### config.mk
export PLATFORM = sky130hd
export DESIGN_NAME = jspl_n
export DESIGN_NICKNAME = d
export VERILOG_FILES = /design/src/rtl/jspl_n.sv
export SDC_FILE = /design/constraint.sdc
export NUM_CORES = 1
export LEC_CHECK = 0
export ABC_AREA = 1
export CORE_MARGIN = 3
export CORE_UTILIZATION = 45
export DETAILED_ROUTE_END_ITERATION = 12
export GPL_ROUTABILITY_DRIVEN = 0
export PLACE_DENSITY = 0.7
export RECOVER_POWER = 100
export SLEW_MARGIN = 30
export SYNTH_ARGS = -nofsm -noshare
export SYNTH_HDL_FRONTEND = slang
export SYNTH_SLANG_ARGS = --single-unit
### constraint.sdc
create_clock -name clk -period 3.6 [get_ports clk]
set_clock_uncertainty 0.1 [all_clocks]
set_input_delay 1.08 -clock clk [delete_from_list [all_inputs] [get_ports clk]]
set_output_delay 1.08 -clock clk [all_outputs]
set_load 0.03 [all_outputs]
### src/rtl/jspl_n.sv
// jspl_n: clocked 1-to-N SFQ splitter model with dead-time rejection,
// programmable input-to-output latency and fixed-width output pulses.
// Optional statistics counters are built when JSPL_N_STATS_EN is defined;
// otherwise acc_cnt and rej_cnt are tied to zero.
module jspl_n #(
  parameter int N_OUT    = 4,
  parameter int DELAY    = 4,
  parameter int WIDTH    = 2,
  parameter int INTERVAL = 6,
  parameter int CNT_W    = 16
) (
  input  logic             clk,
  input  logic             rst_n,
  input  logic             din,
  input  logic [N_OUT-1:0] en_mask,
  output logic [N_OUT-1:0] dout,
  output logic             reject,
  output logic [CNT_W-1:0] acc_cnt,
  output logic [CNT_W-1:0] rej_cnt
);

  if (N_OUT < 2 || N_OUT > 32) begin : g_bad_n_out
    $error("jspl_n: N_OUT must be in 2..32");
  end
  if (DELAY < 1 || DELAY > 16) begin : g_bad_delay
    $error("jspl_n: DELAY must be in 1..16");
  end
  if (INTERVAL < 1 || INTERVAL > 255) begin : g_bad_interval
    $error("jspl_n: INTERVAL must be in 1..255");
  end
  if (WIDTH < 1 || WIDTH > INTERVAL) begin : g_bad_width
    $error("jspl_n: WIDTH must be in 1..INTERVAL");
  end
  if (CNT_W < 1) begin : g_bad_cnt_w
    $error("jspl_n: CNT_W must be at least 1");
  end

  logic             din_q;
  logic [7:0]       gap;
  logic             rise;
  logic             accept;
  logic             rejected;
  logic [DELAY-1:0] vld;
  logic [N_OUT-1:0] msk [DELAY];
  logic [7:0]       wcnt;

  assign rise     = din & ~din_q;
  assign accept   = rise & (gap == 8'd0);
  assign rejected = rise & (gap != 8'd0);

  // Edge history, dead-time counter and the one-cycle reject flag.
  always_ff @(posedge clk or negedge rst_n) begin
    if (!rst_n) begin
      din_q  <= 1'b0;
      gap    <= 8'd0;
      reject <= 1'b0;
    end else begin
      din_q  <= din;
      reject <= rejected;
      if (accept) begin
        gap <= 8'(INTERVAL);
      end else if (gap != 8'd0) begin
        gap <= gap - 8'd1;
      end
    end
  end

  // Delay line carrying each accepted event and the mask captured at acceptance.
  always_ff @(posedge clk or negedge rst_n) begin
    if (!rst_n) begin
      vld <= '0;
      for (int i = 0; i < DELAY; i++) begin
        msk[i] <= '0;
      end
    end else begin
      vld[0] <= accept;
      msk[0] <= en_mask;
      for (int i = 1; i < DELAY; i++) begin
        vld[i] <= vld[i-1];
        msk[i] <= msk[i-1];
      end
    end
  end

  // Output pulse generator: launch on a valid last stage, clear after WIDTH cycles.
  always_ff @(posedge clk or negedge rst_n) begin
    if (!rst_n) begin
      dout <= '0;
      wcnt <= 8'd0;
    end else if (vld[DELAY-1]) begin
      dout <= msk[DELAY-1];
      wcnt <= 8'(WIDTH);
    end else if (wcnt != 8'd0) begin
      wcnt <= wcnt - 8'd1;
      if (wcnt == 8'd1) begin
        dout <= '0;
      end
    end
  end

`ifdef JSPL_N_STATS_EN
  logic [CNT_W-1:0] acc_q;
  logic [CNT_W-1:0] rej_q;

  // Saturating counters of accepted and rejected edges.
  always_ff @(posedge clk or negedge rst_n) begin
    if (!rst_n) begin
      acc_q <= '0;
      rej_q <= '0;
    end else begin
      if (accept && acc_q != '1) begin
        acc_q <= acc_q + CNT_W'(1);
      end
      if (rejected && rej_q != '1) begin
        rej_q <= rej_q + CNT_W'(1);
      end
    end
  end

  assign acc_cnt = acc_q;
  assign rej_cnt = rej_q;
`else
  assign acc_cnt = '0;
  assign rej_cnt = '0;
`endif

endmodule
* After elaboration in Yosys (flattened, before gate mapping)
Cells that the tools add are included. Widths: inputs -> output; s select.
Operators by class: order comparisons 0, bitwise logic cells 4, $add $sub $neg 2, reduce and logical (&&, ||, !) cells 7, div/mod/pow operators 0, $mul 0, mux-type cells 7, eq/ne operators 1, shifts and indexed selects 0
Operators by type and width (count):
- $mux 8 | 4
- $reduce_bool 8->1 | 2
- $sub 8x1->8 const B | 2
- $mux 4 | 3
- $eq 8x1->1 const B | 1
- $logic_not 8->1 | 1
- $reduce_bool 2->1 | 3
- $and 1x1->1 | 3
- $reduce_and 2->1 | 1
- $not 1->1 | 1
Word-level totals: register bits after elaboration 42, latch bits 0, bits in read-only memories 0, logic and storage cells 31, input port bits 7, RAM bits 0, memories 0, output and inout port bits 37

* Logic depth before layout (Yosys ltp)
Gate-level depths: netlist (run 1).
depth after elaboration 4, depth in mapped cells 8, depth with buffers taken out 8

* Worst setup path before layout (run 1)
OpenSTA, ideal clock, no wires.
kind flip-flop to output port, start reg dout[0], end out dout[0], cell stages (with the launch flop) 1, arrival time 482 ps, slack 1938 ps, cells stage by stage dfrtp_1
RTL lines:
- start, declared | line 16 | output logic [N_OUT-1:0] dout,
- start signal, assigned | line 91 | dout <= msk[DELAY-1];
No word-level cell between the ends.

* Worst setup path in the final report (run 1)
start reg dout[0], end out dout[0]
No word-level cell between the ends.

==> results.json, run 1 <==
{
  "setup_tns_ns": 0,
  "firstDrtPassIters": 4,
  "globalRouteTotalUtil_pct": 11.8,
  "critPathMaxStageDelay_ns": 0.74,
  "start_kind": "register",
  "crit_family": "buffers and inverters",
  "synth.area.mux_share_pct": 0,
  "hold_buffers": 0,
  "io_pins": 44,
  "maxSlewHeadroom_pct": 65.9,
  "drt_wl_total_um": 2650,
  "synth_top_area_share_pct": 53.8,
  "cts_resized": 0,
  "synth_top_family_by_area": "simple AND/OR/NAND/NOR gates",
  "cts-buffers-inserted": 5,
  "synthSimpleGateAreaFrac_pct": 22.7,
  "die-area_mm2": 0.00517,
  "yosys_most_used_dff": "dfrtp_1",
  "final-hold-violation-count": 0,
  "p_leak_nw": 1.13,
  "grt_pass1_wl_um": 4710,
  "cp_cell_sequence": "dlygate4sd3_1",
  "nets": 234,
  "die_w_um": 71.9,
  "path_clk_slew_ns": 0.08,
  "cts_sinks": 42,
  "synthArstFlopShare_pct": 100,
  "ir_drop_mv": 0.301,
  "fin_ws_ns": 1.04,
  "pwr-share-comb_pct": 35.1,
  "avgSynthCellArea_um2": 9.44,
  "synth-edff-count": 0,
  "fin_crit_ns": 2.56,
  "drv_cap": 0,
  "via_count": 1142,
  "root_buffer": "clkbuf_8",
  "die_h_um": 71.9,
  "internal_power_w": 0.00100,
  "switching_share_pct": 37.9,
  "p_seq_share_pct": 42.3,
  "gr-total-overflow": 0,
  "ys_seq_area_share_pct": 53.8,
  "max_freq_mhz": 391,
  "synthAdderAreaFrac_pct": 2.56,
  "drt-wirelength-per-cell_um": 9.65,
  "finalSetupViolCount": 0,
  "cp-end-kind": "output port",
  "yosysWarnings": 0,
  "core_mm2": 0.00409,
  "syn2layout_area_growth_pct": 6.08,
  "vias_per_cell": 4.17,
  "cp_num_buf_inv": 1,
  "initial_core_util_pct": 47.8,
  "synth.largest_area_cell": "dfrtp_1",
  "dp_hpwl_um": 1930,
  "synthesis.area_mm2": 0.00195,
  "synth_common_cells": "42 x dfrtp_1, 41 x nand2_1, 32 x buf_4, 22 x inv_1, 17 x nor2_1",
  "ys_ff_latch": 42,
  "fp-row-count": 23,
  "post_cts_buffers": 0,
  "clkLatencyLatePin_ns": 0.29,
  "drv_slew": 0,
  "grt_max_degree": 43,
  "crit_type": "reg2out",
  "cts-htree-levels": 2,
  "rsz0062_at_grt": "no",
  "drive_gt1_share_pct": 10.7,
  "post-route-period-util_pct": 71.0,
  "hold_slack_ns": 0.245,
  "cts_tree": "yes",
  "cp.required_ns": 2.42,
  "status": "finished, final reports clean",
  "antenna_found_initial": 0,
  "synth-compound-area-share_pct": 1.79,
  "pre_cts_ws_ns": 1.41,
  "yosysMostFrequentCell": "dfrtp_1",
  "p_per_area_mw_per_mm2": 779,
  "insertedDiodeCount": 0,
  "io_buffers": 11,
  "synthXorXnorAreaFrac_pct": 0.896,
  "synth_cell_type_count": 23,
  "drc": 0,
  "p_total_w": 0.00161,
  "nFillCells": 394,
  "critical-path-slowest-cell": "dlygate4sd3_1",
  "drt_iter0_drc": 44,
  "power.clock.fraction_pct": 22.6,
  "synth_area_leaders": "dfrtp_1 54%, buf_4 12%, nand2_1 7.9%",
  "postRouteAntennaNets": 0,
  "grt_pass1_vias": 1110,
  "crit_arrival_ns": 1.38,
  "switchingPower_w": 0.000613,
  "tightestPinTransition_ns": 0.512,
  "hold_class": "reg2reg",
  "cp_max_fo": 2,
  "clock_path_buffers": 2,
  "syn_inst": 207
}
## power groups by stage
stage / Clock, W / Sequential (W) / Combinational (W)
global placement: 0 / 0.000687 / 0.000576
detailed placement: 0 / 0.000693 / 0.000595
floorplan: 0 / 0.000725 / 0.000442
global route: 0.000403 / 0.000701 / 0.000658
finish: 0.000365 / 0.000683 / 0.000567
CTS: 0.000381 / 0.000684 / 0.000596
## kinds of logic after synthesis
family	after synthesis
AO/OA/AOI/OAI	7
XOR/XNOR	2
adder cells (fa/ha/maj)	4
buffers and inverters	60
flip-flops	42
other	1
AND/OR/NAND/NOR	91
## cell type report
class                   instances  area (um2)  area share (%)
repair buffers                 11         108            5.19
clock inverters                 3        43.8            2.11
clock buffers                   5        68.8            3.32
well taps                      50        62.6            3.02
inverters                      27         101            4.89
multi-input cells             136         638            30.8
flip-flops and latches         42        1050            50.7
## final timing paths
| kind | startpoint | to | slack [ns] | depth (start not counted) |
|---|---|---|---|---|
| worst max-delay path | dout[0] | dout[0] | 1.04 | 1 |
| worst min-delay path | vld[1] | vld[2] | 0.24 | 0 |
| worst max register to register | wcnt[0] | wcnt[6] | 1.84 | 7 |
| worst min register to register | vld[1] | vld[2] | 0.24 | 0 |
| max in group asynchronous | rst_n | wcnt[0] | 2.38 | 1 |
| min in group asynchronous | rst_n | gap[6] | 0.66 | 1 |
## routing by layer
metal	global-route usage [%]	vias up	share of wire, %
met5	0	-	0
met2	19.9	19	50
li1	-	596	-
met4	5.01	0	1.2
met1	14.1	523	45
met3	3.32	4	3.5
## stage by stage
step | instances | util [%] | cell area, um2
floorplan | 238 | - | 2070
global placement | 266 | 48.6 | 1990
detailed placement | 266 | 48.6 | 1990
CTS | 274 | 51.4 | 2100
global route | 274 | 50.7 | 2070
finish | 274 | 50.7 | 2070
## state kept, by name (all words and copies together) (netlist names)
signal and count:
vld 4, gap 8, dout 4, msk 16, wcnt 8, din_q 1, reject 1
## cell usage in the layout (no fill, tap or decap), types with 2 or more instances in the layout
| master | n |
|---|---|
| nand2_1 | 43 |
| dfrtp_1 | 42 |
| conb_1 | 32 |
| inv_1 | 22 |
| nor2_1 | 19 |
| nand3_1 | 16 |
| dlygate4sd3_1 | 10 |
| inv_2 | 5 |
| clkbuf_8 | 5 |
| a21oi_1 | 4 |
| ha_1 | 4 |
| nand2_2 | 3 |
| nor2_2 | 2 |
| nor2_4 | 2 |
| nand2_4 | 2 |
| xor2_1 | 2 |
| nand4_1 | 2 |
| o21ai_0 | 2 |
Power figures use the tool's default switching activity.
==> run 2, diff against run 1 <==
Settings changed: PLACE_DENSITY 0.7 to 0.73.
Clock period 3.6 ns to 2.1 ns, I/O delays scaled along.
==> run 2 against run 1 <==
  * Clock power up 45%
  * Register-to-register slack worse by 1.6 ns
  * Critical path type unchanged
  * Non-clock buffer count up 1
  * Critical path depth unchanged
  * Die area is the same
  * First-iteration DRC count shrank 18%
  * Core utilization is 0.67 points lower
==> results.json, run 2 (synthesis results as in run 1) <==
{
  "vias_per_cell": 4.20,
  "ff2ff_setup_slack_ns": 0.26,
  "cp_max_fo": 2,
  "p_seq_share_pct": 43.9,
  "nets": 235,
  "r2r_end": "wcnt[6]",
  "drt_iter0_drc": 36,
  "crit_family": "buffers and inverters",
  "top_layer": "met4",
  "firstDrtPassIters": 4,
  "internal_power_w": 0.00160,
  "final_cell_mix": "42 x nand2_1, 42 x dfrtp_1, 32 x conb_1",
  "dp_hpwl_um": 1970,
  "ir_drop_mv": 0.783,
  "via_count": 1156,
  "wl_met3_um": 101,
  "die_w_um": 71.9,
  "hold_end": "msk[6]",
  "power.clock.fraction_pct": 19.9,
  "fin_ws_ns": 0.0616,
  "cts_sinks": 42,
  "drt_wl_total_um": 2750,
  "drt-wirelength-per-cell_um": 9.99,
  "grt_pass1_vias": 1096,
  "wl_met1_um": 1270,
  "critPathMaxStageDelay_ns": 0.67,
  "die-area_mm2": 0.00517,
  "path_clk_slew_ns": 0.08,
  "holdPathStages": 0,
  "drv_slew": 0,
  "drive_gt1_share_pct": 11.1,
  "rsz0062_at_grt": "no",
  "io_pins": 44,
  "cp.required_ns": 1.37,
  "gr-total-overflow": 0,
  "cp_cell_sequence": "clkdlybuf4s50_1",
  "status": "finished, final reports clean",
  "fp-row-count": 23,
  "cp-end-kind": "output port",
  "maxSlewHeadroom_pct": 33.8,
  "switching_share_pct": 39.8,
  "pre_cts_ws_ns": 0.375,
  "final-hold-violation-count": 0,
  "drc": 0,
  "r2r-start": "wcnt[0]",
  "initial_core_util_pct": 47.8,
  "pwr-share-comb_pct": 36.2,
  "clkLatencyLatePin_ns": 0.29,
  "root_buffer": "clkbuf_8",
  "hold_start": "msk[10]",
  "core_mm2": 0.00409,
  "clock_path_buffers": 2,
  "route.met2.wl_um": 1330,
  "critical-path-slowest-cell": "clkdlybuf4s50_1",
  "postRouteAntennaNets": 0,
  "tightestPinTransition_ns": 0.993,
  "cp_num_buf_inv": 1,
  "largestRegisters": "msk (16), gap (8), wcnt (8)",
  "start_kind": "register",
  "globalRouteTotalUtil_pct": 11.5,
  "post_cts_buffers": 0,
  "p_per_area_mw_per_mm2": 1300,
  "regMostFlops": "msk",
  "fin_crit_ns": 2.04,
  "crit_arrival_ns": 1.31,
  "grt_max_degree": 43,
  "cts-buffers-inserted": 5,
  "cts-htree-levels": 2,
  "grt_pass1_wl_um": 4640,
  "switchingPower_w": 0.00106,
  "r2r_cells": 7,
  "insertedDiodeCount": 0,
  "post-route-period-util_pct": 97.1,
  "crit_type": "reg2out",
  "largest_reg_flops": 16,
  "hold_class": "reg2reg",
  "cts_tree": "yes",
  "antenna_found_initial": 0,
  "drv_cap": 0,
  "p_leak_nw": 1.11,
  "syn2layout_area_growth_pct": 4.67,
  "setup_tns_ns": 0,
  "io_buffers": 11,
  "die_h_um": 71.9,
  "finalSetupViolCount": 0,
  "max_freq_mhz": 491
}
[run 2: cell count changes in the layout (fill, tap and decap cells not counted), sizes merged]
cell,before,now
bufinv,1,0
clkbuf,5,7
clkdlybuf4s50,0,4
clkinvlp,0,1
dlygate4sd3,10,5
[run 2: final cells by class]
cell class	count	area, um2
well taps	50	62.6
flip-flops and latches	42	1050
multi-input cells	136	633
repair buffers	12	104
clock buffers	5	68.8
fillers	410	2040
clock inverters	3	25.0
inverters	27	101
[run 2: worst max path at each step]
stage	startpoint	to	slack, ns	cells past startpoint
floorplan	wcnt[0]	wcnt[1]	0.78	7
global placement	dout[2]	dout[2]	0.38	1
detailed placement	dout[1]	dout[1]	0.37	1
CTS	dout[1]	dout[1]	0.04	1
global route	dout[2]	dout[2]	0.004	1
finish	dout[0]	dout[0]	0.06	1
[run 2: per-stage QoR]
stage | cells | hold WS, ns | cell area (um2) | util, % | power, W
floorplan | 238 | 0.231 | 2070 | - | 0.00200
global placement | 267 | 0.231 | 1990 | 48.8 | 0.00216
detailed placement | 267 | 0.235 | 1990 | 48.8 | 0.00220
CTS | 275 | 0.256 | 2090 | 51.1 | 0.00274
global route | 275 | 0.261 | 2050 | 50.1 | 0.00289
finish | 275 | 0.253 | 2050 | 50.1 | 0.00266
[run 2: what timing repair did]
| action | in CTS | in global routing |
|---|---|---|
| resized for setup | 0 | 1 |
| setup endpoints to repair | 0 | 1 |
| hold buffers | 0 | 0 |
[run 2: layer usage]
layer	vias up	track usage (%)
li1	597	-
met1	536	14.4
met2	18	18.4
met3	5	3.32
met4	0	5.64
met5	-	0
[run 2: power groups by stage]
stage	clock (W)	sequential, W	combinational, W
after floorplan	0	0.00124	0.000757
after global placement	0	0.00118	0.000987
after detailed placement	0	0.00118	0.00101
after CTS	0.000548	0.00117	0.00102
after global routing	0.000584	0.00120	0.00110
final	0.000529	0.00117	0.000963
